**config.mk**
```make
export PLATFORM = sky130hd
export DESIGN_NAME = alu_operand_stage
export DESIGN_NICKNAME = d
export VERILOG_FILES = /design/src/rtl/alu_operand_stage.sv
export SDC_FILE = /design/constraint.sdc
export NUM_CORES = 1
export LEC_CHECK = 0
export ABC_AREA = 1
export BUFFER_PORTS_ARGS = -buffer_cell sky130_fd_sc_hd__buf_4
export CELL_PAD_IN_SITES_DETAIL_PLACEMENT = 0
export CELL_PAD_IN_SITES_GLOBAL_PLACEMENT = 2
export CORE_MARGIN = 3
export CORE_UTILIZATION = 20
export DETAILED_ROUTE_END_ITERATION = 10
export PLACE_DENSITY = 0.91
export SLEW_MARGIN = 25
export SYNTH_ARGS = -nofsm -noshare
export SYNTH_HDL_FRONTEND = slang
export SYNTH_SLANG_ARGS = --single-unit
```
**constraint.sdc**
```tcl
create_clock -name clk -period 1.6 [get_ports clk]
set_input_delay 0.16 -clock clk [delete_from_list [all_inputs] [get_ports clk]]
set_output_delay 0.16 -clock clk [all_outputs]
set_load 0.03 [all_outputs]
```
**src/rtl/alu_operand_stage.sv**
```systemverilog
// ALU operand stage: forwarding mux, B-source select, one-deep output register.
// Define ALU_OPERAND_FWD_EN to enable EX/MEM and MEM/WB operand forwarding.
module alu_operand_stage #(
  parameter int DATA_W = 32,
  parameter int REG_AW = 5
) (
  input  logic              clk,
  input  logic              rst_n,
  input  logic              in_valid,
  output logic              in_ready,
  input  logic [REG_AW-1:0] rs_addr,
  input  logic [REG_AW-1:0] rt_addr,
  input  logic [DATA_W-1:0] rs_data,
  input  logic [DATA_W-1:0] rt_data,
  input  logic [15:0]       imm,
  input  logic [1:0]        alu_src,
  input  logic              exmem_we,
  input  logic              memwb_we,
  input  logic [REG_AW-1:0] exmem_rd,
  input  logic [REG_AW-1:0] memwb_rd,
  input  logic [DATA_W-1:0] exmem_data,
  input  logic [DATA_W-1:0] memwb_data,
  input  logic              flush,
  output logic              out_valid,
  input  logic              out_ready,
  output logic [DATA_W-1:0] op_a,
  output logic [DATA_W-1:0] op_b,
  output logic [1:0]        fwd_a,
  output logic [1:0]        fwd_b
);

  localparam logic [1:0] SRC_RF = 2'b00;
  localparam logic [1:0] SRC_EX = 2'b01;
  localparam logic [1:0] SRC_WB = 2'b10;

  logic              load;
  logic              ex_a, wb_a, ex_b, wb_b;
  logic [DATA_W-1:0] a_val, rt_val, b_val;
  logic [1:0]        a_tag, b_tag;

  assign in_ready = !out_valid || out_ready;
  assign load     = in_valid && in_ready && !flush;

`ifdef ALU_OPERAND_FWD_EN
  assign ex_a = exmem_we && (exmem_rd == rs_addr)
             && (rs_addr != '0);
  assign wb_a = memwb_we && (memwb_rd == rs_addr)
             && (rs_addr != '0);
  assign ex_b = exmem_we && (exmem_rd == rt_addr)
             && (rt_addr != '0);
  assign wb_b = memwb_we && (memwb_rd == rt_addr)
             && (rt_addr != '0);
`else
  logic unused_fwd;
  assign unused_fwd = &{1'b0, exmem_we, memwb_we,
                        exmem_rd, memwb_rd,
                        exmem_data, memwb_data};
  assign ex_a = 1'b0;
  assign wb_a = 1'b0;
  assign ex_b = 1'b0;
  assign wb_b = 1'b0;
`endif

  // Pick operand sources; EX/MEM is younger so it wins.
  always_comb begin
    a_val  = rs_data;
    a_tag  = SRC_RF;
    rt_val = rt_data;
    b_tag  = SRC_RF;
    if (ex_a) begin
      a_val = exmem_data;
      a_tag = SRC_EX;
    end else if (wb_a) begin
      a_val = memwb_data;
      a_tag = SRC_WB;
    end
    if (ex_b) begin
      rt_val = exmem_data;
      b_tag  = SRC_EX;
    end else if (wb_b) begin
      rt_val = memwb_data;
      b_tag  = SRC_WB;
    end
  end

  // Select B: register, sign/zero-extended imm or shamt.
  always_comb begin
    b_val = rt_val;
    unique case (1'b1)
      alu_src == 2'b00: b_val = rt_val;
      alu_src == 2'b01:
        b_val = {{(DATA_W-16){imm[15]}}, imm};
      alu_src == 2'b10:
        b_val = {{(DATA_W-16){1'b0}}, imm};
      alu_src == 2'b11:
        b_val = {{(DATA_W-5){1'b0}}, imm[10:6]};
      default: b_val = rt_val;
    endcase
  end

  // Output register; flush only drops valid, data holds.
  always_ff @(posedge clk or negedge rst_n) begin
    if (!rst_n) begin
      out_valid <= 1'b0;
      op_a      <= '0;
      op_b      <= '0;
      fwd_a     <= SRC_RF;
      fwd_b     <= SRC_RF;
    end else if (load) begin
      out_valid <= 1'b1;
      op_a      <= a_val;
      op_b      <= b_val;
      fwd_a     <= a_tag;
      fwd_b     <= b_tag;
    end else if (flush || out_ready) begin
      out_valid <= 1'b0;
    end
  end

endmodule

```
==> impl_results.md, run 1 <==
* Sw Share at 0.3193
* Total Wirelength at 9342 um
* P_sw at 1.800 mW
* IO buf count at 152
* DRT iter0 DRCs at 157
* Grt total ovfl at 0
* Min-Delay Path Depth at 3
* Mapped Avg Cell Area at 7.818 um^2
* Vias in the first global route at 2952
* Max VDD drop at 466.9 uV
* Sequential fraction of design power at 0.358
* Post-Syn Area at 3025 um^2
* Unrepaired setup endpoints after global routing: no
* Crit path time final at 1403 ps
* Final Hold Viols at 0
* Post-cts sizing count at 0
* Worst-Skew Late Latency at 330 ps
* Maximum capacitance violations at 0
* Met3 wire length at 757 um
* Initial antenna violation count at 0
* Met2 WL at 4385 um
* Via count at 2944
* Core ar. at 14640 um^2
* Die area at 16640 um^2
* I/O pins at 243
* CTS tree: yes
* Global-route wire length before repair at 14790 um
* Final setup vio count at 0
* Crit Path Max Fanout at 23
* Post-CTS setup buffer count at 0
* CTS sink count at 65
* Register area share after synthesis at 0.5376
* Met1 wire length at 4042 um
* Worst Hold Class: input pin to register
* DRT antenna net count at 0
* CP arrival at 1670 ps
* Logic pwr share at 0.271
* Cell internal pwr at 3.836 mW
* Die H at 129.0 um
* Netlist cell types at 17
* Pwr Total at 5.636 mW
* Clock root buffer: clkbuf_16
* Yosys reg bits at 65
* Most common cell after layout, fill and taps aside: nand2_1
* Die span in x at 129.0 um
* Critical Path RT at 1860 ps
* Hold_buf cts at 3
* Pin count of the biggest net entering global routing at 41
* DP HPWL at 6937 um
* Avg WL per Cell at 12.83 um
* Static Leak at 2.634 nW
* Status: finished clean
* WHS at 16.23 ps
* Slew Viols, Final at 0
* Cells after synthesis at 387
* CP Launch Type: input pin
* Worst-path clk slew at 60 ps
* Total GRT Usage at 0.1137
* Final cycle utilization of the critical path at 0.8766
* Clock power frac at 0.372
* CTS HTree Levels at 3
* Fillers at 1593
* GP Congestion at 0.7284
* Synthesis warning total at 0
* Cts bufs inserted at 9
* PwrDens at 1216 nW/um^2
* Crit path kind: input pin to register
* Row count at 44
* Vias per cell at 4.044
* Share of cells above drive strength 1 at 0.3346
* Most frequent cells in the layout: nand2_1, buf_4, dfrtp_1
* Skew final at 4.137 ps
* Critical Path End Type: register
* Drt pass-1 iters at 4
* DRC errors left at 0
* FF-to-FF path depth at 5
* Starting Density at 0.2066
* Top sig layer: met4
* Setup tns final at 0 ps
* ANT cells at 0
* Fin nets at 712
* Fmax at 712.9 MHz
* Layout area overhead at 53.18%
* CTS Buffer Depth at 2
[layout make-up]
| cell class | count | area [um^2] | share of cell area |
|---|---|---|---|
| clock inverter | 5 | 80.08 | 0.01728 |
| tap | 184 | 230.2 | 0.04968 |
| timing repair buffer | 161 | 1254 | 0.2705 |
| inverter | 6 | 25.02 | 0.005400 |
| multi-input combinational | 296 | 1186 | 0.2559 |
| clock buffer | 11 | 232.7 | 0.05022 |
| sequential | 65 | 1627 | 0.3510 |
[cells in the mapped netlist (all sizes together)]
cell	instances	area (um^2)
dfrtp	65	1627
nand2	259	984.7
buf	23	198.9
inv	6	25.03
conb	1	3.750
nand3	20	105.1
nor2	12	76.32
a21oi	1	5.000
[logic make-up (layout without fill, tap and decap cells)]
group	count (synthesis)	after routing	synth area share
buf+inv	29	183	0.07403
flops	65	65	0.5376
compound gates	1	1	0.001653
simple gates	291	291	0.3854
other cells	1	4	0.001240
[routing by layer]
layer | GRT usage | vias to the layer above
met1 | 0.1395 | 1366
met5 | 0 | -
met3 | 0.03861 | 9
li1 | - | 1466
met4 | 0.04632 | 0
met2 | 0.1832 | 103
[critical path, stage by stage]
cell	delay [ps]
dlygate4sd3_1	540
buf_4	150
nor2_4	130
nand2_2	100
inv_4	230
buf_12	200
nor2_1	50
nor2_1	90
[worst paths after layout]
check	startpoint	to	slack (ps)
min in group asynchronous	rst_n	op_a[10]	320
setup reg to reg	out_valid	op_a[24]	320
hold / removal	rs_data[21]	op_a[21]	20
setup / recovery	flush	op_b[1]	200
hold reg to reg	op_b[21]	op_b[21]	480
max in group asynchronous	rst_n	op_a[6]	710
[power by group through the flow]
stage                     Combinational, mW  Clock [mW]  Sequential [mW]
after floorplan                       0.390           0             2.51
after global placement                 1.53           0             2.04
after detailed placement               1.55           0             2.04
after CTS                              1.55        2.17             2.02
after global routing                   1.66        2.24             2.05
final                                  1.53        2.10             2.02
[stage by stage]
| step | util | worst slack (ps) | area [um^2] | instances |
|---|---|---|---|---|
| global placement | 0.2931 | 304.1 | 4292 | 709 |
| floorplan | - | 251.3 | 3037 | 390 |
| CTS | 0.3165 | 179.4 | 4634 | 728 |
| detailed placement | 0.2931 | 286.3 | 4292 | 709 |
| global route | 0.3165 | 52.09 | 4634 | 728 |
| finish | 0.3165 | 197.4 | 4634 | 728 |
[state kept, by name, summed over array words and instances, names as in the netlist]
signal	cells
out_valid	1
op_b	32
op_a	32
Note: power is estimated with default switching activity, not from simulation.
==> run 2, diff against run 1 <==
--- a/config.mk
+++ b/config.mk
@@ -9,7 +9,6 @@
 export BUFFER_PORTS_ARGS = -buffer_cell sky130_fd_sc_hd__buf_4
 export CELL_PAD_IN_SITES_DETAIL_PLACEMENT = 0
 export CELL_PAD_IN_SITES_GLOBAL_PLACEMENT = 2
-export CORE_MARGIN = 3
 export CORE_UTILIZATION = 20
 export DETAILED_ROUTE_END_ITERATION = 10
 export PLACE_DENSITY = 0.91
==> constraint.sdc (replaced) <==
create_clock -name clk -period 1.6 [get_ports clk]
set_input_delay 0.16 -clock clk [delete_from_list [all_inputs] [get_ports clk]]
set_output_delay 0.16 -clock clk [all_outputs]
set_load 0.05 [all_outputs]
==> run 2 against run 1 <==
Against the previous run: the flow now finishes with violations (design-rule violations); setup slack better by 87 ps; non-clock buffer count increased by 1; combinational power up 25%; highest routed layer unchanged.
==> impl_results.md, run 2 (same netlist as run 1, synthesis figures left out) <==
* Worst-path clk slew at 60 ps (about the same)
* Layout area overhead at 53.72% (was 53.18%)
* Vias per cell at 4.060 (was 4.044)
* Die H at 125.0 um (was 129.0 um)
* PwrDens at 1300 nW/um^2 (was 1216 nW/um^2)
* Post-CTS setup buffer count at 0 (unchanged)
* Clock root buffer: clkbuf_16 (unchanged)
* Pin count of the biggest net entering global routing at 37 (was 41)
* CP Launch Type: input pin (unchanged)
* GP Congestion at 0.7466 (was 0.7284)
* Final cycle utilization of the critical path at 0.8224 (was 0.8766)
* CP arrival at 1540 ps (was 1670 ps)
* Status: finished with violations (was finished clean)
* CTS HTree Levels at 3 (unchanged)
* Total GRT Usage at 0.1243 (was 0.1137)
* Fmax at 759.9 MHz (was 712.9 MHz)
* IO buf count at 152 (unchanged)
* Critical Path End Type: register (unchanged)
* Hold_buf cts at 3 (unchanged)
* Clock power frac at 0.350 (was 0.372)
* Most frequent cells in the layout: nand2_1, buf_4, dfrtp_1 (unchanged)
* Failing checks: design-rule violations
* Largest regs: op_a (32), op_b (32), out_valid (1) (unchanged)
* Skew final at 4.926 ps (was 4.137 ps)
* ANT cells at 0 (unchanged)
* Maximum capacitance violations at 0 (unchanged)
* Core ar. at 14640 um^2 (unchanged)
* Drt pass-1 iters at 7 (was 4)
* Area after DPL at 4300 um^2 (was 4292 um^2)
* DRT antenna net count at 0 (unchanged)
* Avg WL per Cell at 12.52 um (was 12.83 um)
* Logic pwr share at 0.317 (was 0.271)
* Initial antenna violation count at 0 (unchanged)
* Critical Path RT at 1820 ps (was 1860 ps)
* Total Wirelength at 9129 um (was 9342 um)
* Global-route wire length before repair at 14990 um (was 14790 um)
* Grt total ovfl at 0 (unchanged)
* Slew Viols, Final at 0 (unchanged)
* I/O pins at 243 (unchanged)
* Worst Hold Class: input pin to register (unchanged)
* WHS at 22.63 ps (was 16.23 ps)
* Crit Path Max Fanout at 35 (was 23)
* Fin nets at 713 (was 712)
* Static Leak at 2.647 nW (was 2.634 nW)
* Final Hold Viols at 0 (unchanged)
* Max VDD drop at 417.7 uV (was 466.9 uV)
* Unrepaired setup endpoints after global routing: no (unchanged)
* Crit path time final at 1316 ps (was 1403 ps)
* Die span in x at 125.0 um (was 129.0 um)
* Cts bufs inserted at 9 (unchanged)
* Die area at 15620 um^2 (was 16640 um^2)
* CTS Buffer Depth at 2 (unchanged)
* DP HPWL at 6614 um (was 6937 um)
* Sw Share at 0.3640 (was 0.3193)
* Final setup vio count at 0 (unchanged)
* CP Launch Point: flush (unchanged)
* Starting Density at 0.2066 (unchanged)
* DRC errors left at 16 (was 0)
* CTS tree: yes (unchanged)
* Cell internal pwr at 3.846 mW (was 3.836 mW)
* CTS sink count at 65 (unchanged)
* Sequential fraction of design power at 0.333 (was 0.358)
* Share of cells above drive strength 1 at 0.3413 (was 0.3346)
* Worst flop-to-flop path startpoint: out_valid (unchanged)
* Final Cell Area at 4651 um^2 (was 4634 um^2)
* HP Start: rs_data[14] (was rs_data[21])
* Via count at 2960 (was 2944)
* Post-cts sizing count at 0 (unchanged)
* Crit path kind: input pin to register (unchanged)
* DRT iter0 DRCs at 188 (was 157)
* Vias in the first global route at 2963 (was 2952)
* Row count at 44 (unchanged)
* Worst-Skew Late Latency at 330 ps (about the same)
* Setup tns final at 0 ps (unchanged)
* P_sw at 2.201 mW (was 1.800 mW)
* Most common cell after layout, fill and taps aside: nand2_1 (unchanged)
[run 2: routing by layer]
| layer | global-route usage | part of all wire | up-vias |
|---|---|---|---|
| li1 | - | - | 1473 |
| met1 | 0.1527 | 0.44 | 1377 |
| met2 | 0.1995 | 0.47 | 99 |
| met3 | 0.03808 | 0.077 | 11 |
| met4 | 0.05811 | 0.018 | 0 |
| met5 | 0 | 0 | - |
[run 2: cell type report]
class                           count  area, um^2
Clock inverter                      7       95.09
Timing Repair Buffer              162        1261
Tap cell                          184       230.2
Inverter                            6       25.02
Multi-Input combinational cell    296        1186
Clock buffer                        9       225.2
Fill cell                        1567        9993
Sequential cell                    65        1628
[run 2: path summary, 6_finish.rpt]
check / slack, ps / cells after the start / to
max: 280 / 7 / op_b[22]
min: 20 / 3 / op_a[14]
max reg2reg: 350 / 5 / op_b[22]
min reg2reg: 480 / 2 / op_a[16]
max in group asynchronous: 700 / 3 / op_a[0]
min in group asynchronous: 330 / 2 / op_a[3]
[run 2: critical path, cell delays in order]
cell and delay [ps]:
dlygate4sd3_1 540, buf_4 150, nor2_4 130, nand2_2 100, buf_4 280, nand2_1 110, nand2_1 60
[run 2: stage by stage]
step | total power [mW] | setup slack, ps | utilization | instances
floorplan | 3.268 | 166.9 | - | 390
global placement | 3.955 | 368.8 | 0.2937 | 710
detailed placement | 3.974 | 348.5 | 0.2937 | 710
CTS | 6.168 | 287.1 | 0.3176 | 729
global route | 6.362 | 210.8 | 0.3176 | 729
finish | 6.046 | 284.1 | 0.3176 | 729
[run 2: power by group through the flow]
stage / Sequential (mW) / Clock [mW] / Combinational, mW
2_1_floorplan: 2.87 / 0 / 0.400
3_3_place_gp: 2.03 / 0 / 1.92
3_5_place_dp: 2.04 / 0 / 1.94
4_1_cts: 2.01 / 2.21 / 1.94
5_1_grt: 2.04 / 2.28 / 2.04
6_report: 2.01 / 2.12 / 1.92
==> run 3, diff against run 2 <==
--- a/config.mk
+++ b/config.mk
@@ -9,9 +9,9 @@
 export BUFFER_PORTS_ARGS = -buffer_cell sky130_fd_sc_hd__buf_4
 export CELL_PAD_IN_SITES_DETAIL_PLACEMENT = 0
 export CELL_PAD_IN_SITES_GLOBAL_PLACEMENT = 2
-export CORE_UTILIZATION = 20
+export CORE_UTILIZATION = 17
 export DETAILED_ROUTE_END_ITERATION = 10
-export PLACE_DENSITY = 0.91
+export PLACE_DENSITY = 0.83
 export SLEW_MARGIN = 25
 export SYNTH_ARGS = -nofsm -noshare
 export SYNTH_HDL_FRONTEND = slang
==> constraint.sdc (replaced) <==
create_clock -name clk -period 1.2 [get_ports clk]
set_input_delay 0.12 -clock clk [delete_from_list [all_inputs] [get_ports clk]]
set_output_delay 0.12 -clock clk [all_outputs]
set_load 0.05 [all_outputs]
==> run 3 against run 2 <==
Against the previous run: highest routed layer unchanged; hold slack better by 53 ps; cell count up 10%; the run now ends clean; power up 31%; combinational power up 40%; largest power group is now sequential cells; die area up 17%; non-clock buffer count up 32.
==> impl_results.md, run 3 (same netlist as run 1, synthesis figures left out) <==
* Status: finished clean (was finished with violations)
* Final cycle utilization of the critical path at 0.9552
* Post-CTS setup buffer count at 0 (unchanged)
* M2 GR Usage at 0.1766 (was 0.1995)
* Worst R2R Setup Slack at 100 ps (was 350 ps)
* CTS tree: yes (unchanged)
* Total GRT Usage at 0.1100 (was 0.1243)
* Hold EP: op_b[27] (was op_a[14])
* Starting Density at 0.1743 (was 0.2066)
* Die area at 18330 um^2 (was 15620 um^2)
* Fillers at 1892 (was 1567)
* Most common cell after layout, fill and taps aside: nand2_1 (unchanged)
* Crit path kind: register to output pin (was input pin to register)
* Die H at 135.4 um (was 125.0 um)
* Final Worst Setup Slack at 53.71 ps (was 284.1 ps)
* CTS Buffer Depth at 2 (unchanged)
* CP arrival at 1030 ps (was 1540 ps)
* Global-route wire length before repair at 15340 um (was 14990 um)
* Vias per cell at 3.818 (was 4.060)
* Crit-path slowest cell: dfrtp_2 (was dlygate4sd3_1)
* Crit path time final at 1146 ps
* Cell family with most CP delay: flip-flops (was buffers and inverters)
* CTS HTree Levels at 3 (unchanged)
* ANT cells at 0 (unchanged)
* Crit path buf inv count at 1 (was 3)
* Most frequent cells in the layout: nand2_1, buf_4, dfrtp_1 (unchanged)
* Worst-Skew Late Latency at 330 ps (about the same)
* Worst-path clk slew at 50 ps (was 60 ps)
* Cts bufs inserted at 9 (unchanged)
* Total Wirelength at 9769 um (was 9129 um)
* Critical Path RT at 1080 ps (was 1820 ps)
* Worst Hold Class: input pin to register (unchanged)
* Dpl ws at -1.135 ps (was 348.5 ps)
* DP Cell Count at 752 (was 710)
* Final setup vio count at 0 (unchanged)
* Initial antenna violation count at 0 (unchanged)
* Via count at 3062 (was 2960)
* Fin nets at 745 (was 713)
* Die span in x at 135.4 um (was 125.0 um)
* CP Launch Type: register (was input pin)
* Min-Delay Path Depth at 5 (was 3)
* CP Cell Sequence: nand2_8 > buf_8 (was dlygate4sd3_1 > buf_4 > nor2_4 > nand2_2 > buf_4 > nand2_1 > nand2_1)
* Crit Path Max Fanout at 6 (was 35)
* HP Start: rt_data[27] (was rs_data[14])
* Share of cells above drive strength 1 at 0.3224 (was 0.3413)
* FF-to-FF End: op_b[3] (was op_b[22])
* Routing usage on met3 at 0.03704 (was 0.03808)
* Core ar. at 17360 um^2 (was 14640 um^2)
* Grt met1 use at 0.1351 (was 0.1527)
* I/O pins at 243 (unchanged)
* Static Leak at 2.795 nW (was 2.647 nW)
* Vias in the first global route at 3129 (was 2963)
* Grt total ovfl at 0 (unchanged)
* Pin count of the biggest net entering global routing at 66 (was 37)
* Layout area overhead at 67.33% (was 53.72%)
* Row count at 48 (was 44)
* DRC errors left at 0 (was 16)
* Largest regs: op_a (32), op_b (32), out_valid (1) (unchanged)
* GRT busiest layer: met2 (unchanged)
* WHS at 75.51 ps (was 22.63 ps)
* Avg WL per Cell at 12.18 um (was 12.52 um)
* IO buf count at 152 (unchanged)
* Drt pass-1 iters at 4 (was 7)
* Clock root buffer: clkbuf_16 (unchanged)
* PwrDens at 1563 nW/um^2 (was 1300 nW/um^2)
* Post-route insts no fill at 802 (was 729)
* Maximum capacitance violations at 0 (unchanged)
* Worst flop-to-flop path startpoint: out_valid (unchanged)
* DRT antenna net count at 0 (unchanged)
* FF-to-FF path depth at 6 (was 5)
* DRT iter0 DRCs at 99 (was 188)
* Final Hold Viols at 0 (unchanged)
* Slew Viols, Final at 0 (unchanged)
* CTS sink count at 65 (unchanged)
* GP Congestion at 0.7425 (was 0.7466)
* Max VDD drop at 587.4 uV (was 417.7 uV)
* Fmax at 872.4 MHz
* DP HPWL at 6800 um (was 6614 um)
* Critical Path End Type: output pin (was register)
* CP max stage delay at 440 ps (was 540 ps)
* Skew final at 3.564 ps (was 4.926 ps)
==> run 3: cell count changes in the layout (fill, tap and decap cells not counted), moves of 2 or more <==
cell,change
dlygate4sd3_1,+31
clkbuf_8,+4
buf_4,-3
buf_12,+2
bufinv_16,-2
clkinv_4,-2
nand2_2,-2
nand2_8,+2
==> run 3: worst max-delay path by stage <==
stage / start / end / slack, ps / cells past startpoint
detailed placement: alu_src[1] / op_b[20] / -1 / 6
CTS: out_valid / in_ready / 20 / 2
global placement: alu_src[1] / op_b[31] / 30 / 6
floorplan: out_valid / op_b[4] / -20 / 6
global route: out_valid / in_ready / -0.4 / 2
finish: out_valid / in_ready / 50 / 2
==> run 3: repair_timing <==
item | in CTS | in global routing
gates resized for setup | 1 | 2
hold buffers | 34 | 0
cloned | 0 | 0
endpoints found under the setup margin | 1 | 6
hold endpoints to repair | 98 | 0
==> run 3: per-stage QoR <==
stage	util	setup TNS, ps	total power [mW]	instance area [um^2]
final	0.2917	0	7.914	5062
after global routing	0.2917	-0.4668	8.340	5062
after CTS	0.2912	0	8.082	5055
after detailed placement	0.2545	-1.135	5.348	4417
after global placement	0.2545	0	5.320	4417
after floorplan	-	-1230	4.372	3070
==> run 3: report_power, final <==
part           total (mW)  leakage, nW  internal [mW]  switching (mW)
Clock                2.54        0.149           1.62           0.920
Combinational        2.68         1.83          0.890            1.79
Sequential           2.70        0.816           2.51           0.188
==> run 3: cell type report <==
type / count / area [um^2] / area share
clock buffers: 14 / 284.0 / 0.05610
clock inverters: 2 / 10.01 / 0.001977
inverters: 6 / 30.03 / 0.005932
multi-input cells: 296 / 1214 / 0.2397
flip-flops and latches: 65 / 1628 / 0.3216
well taps: 225 / 281.5 / 0.05561
repair buffers: 194 / 1615 / 0.3191
==> run 3: routing by layer <==
metal	share of wire	wire, um	vias up
li1	-	-	1534
met1	0.45	4429	1401
met2	0.46	4495	118
met3	0.075	729	9
met4	0.012	115	0
met5	0	0	-
==> run 3: worst register-to-register path: stages (launching register included) <==
cell and delay, ps:
dfrtp_2 440, nand2_8 100, nand2_8 80, inv_8 80
buf_12 160, nor2_1 60, nor2_1 110
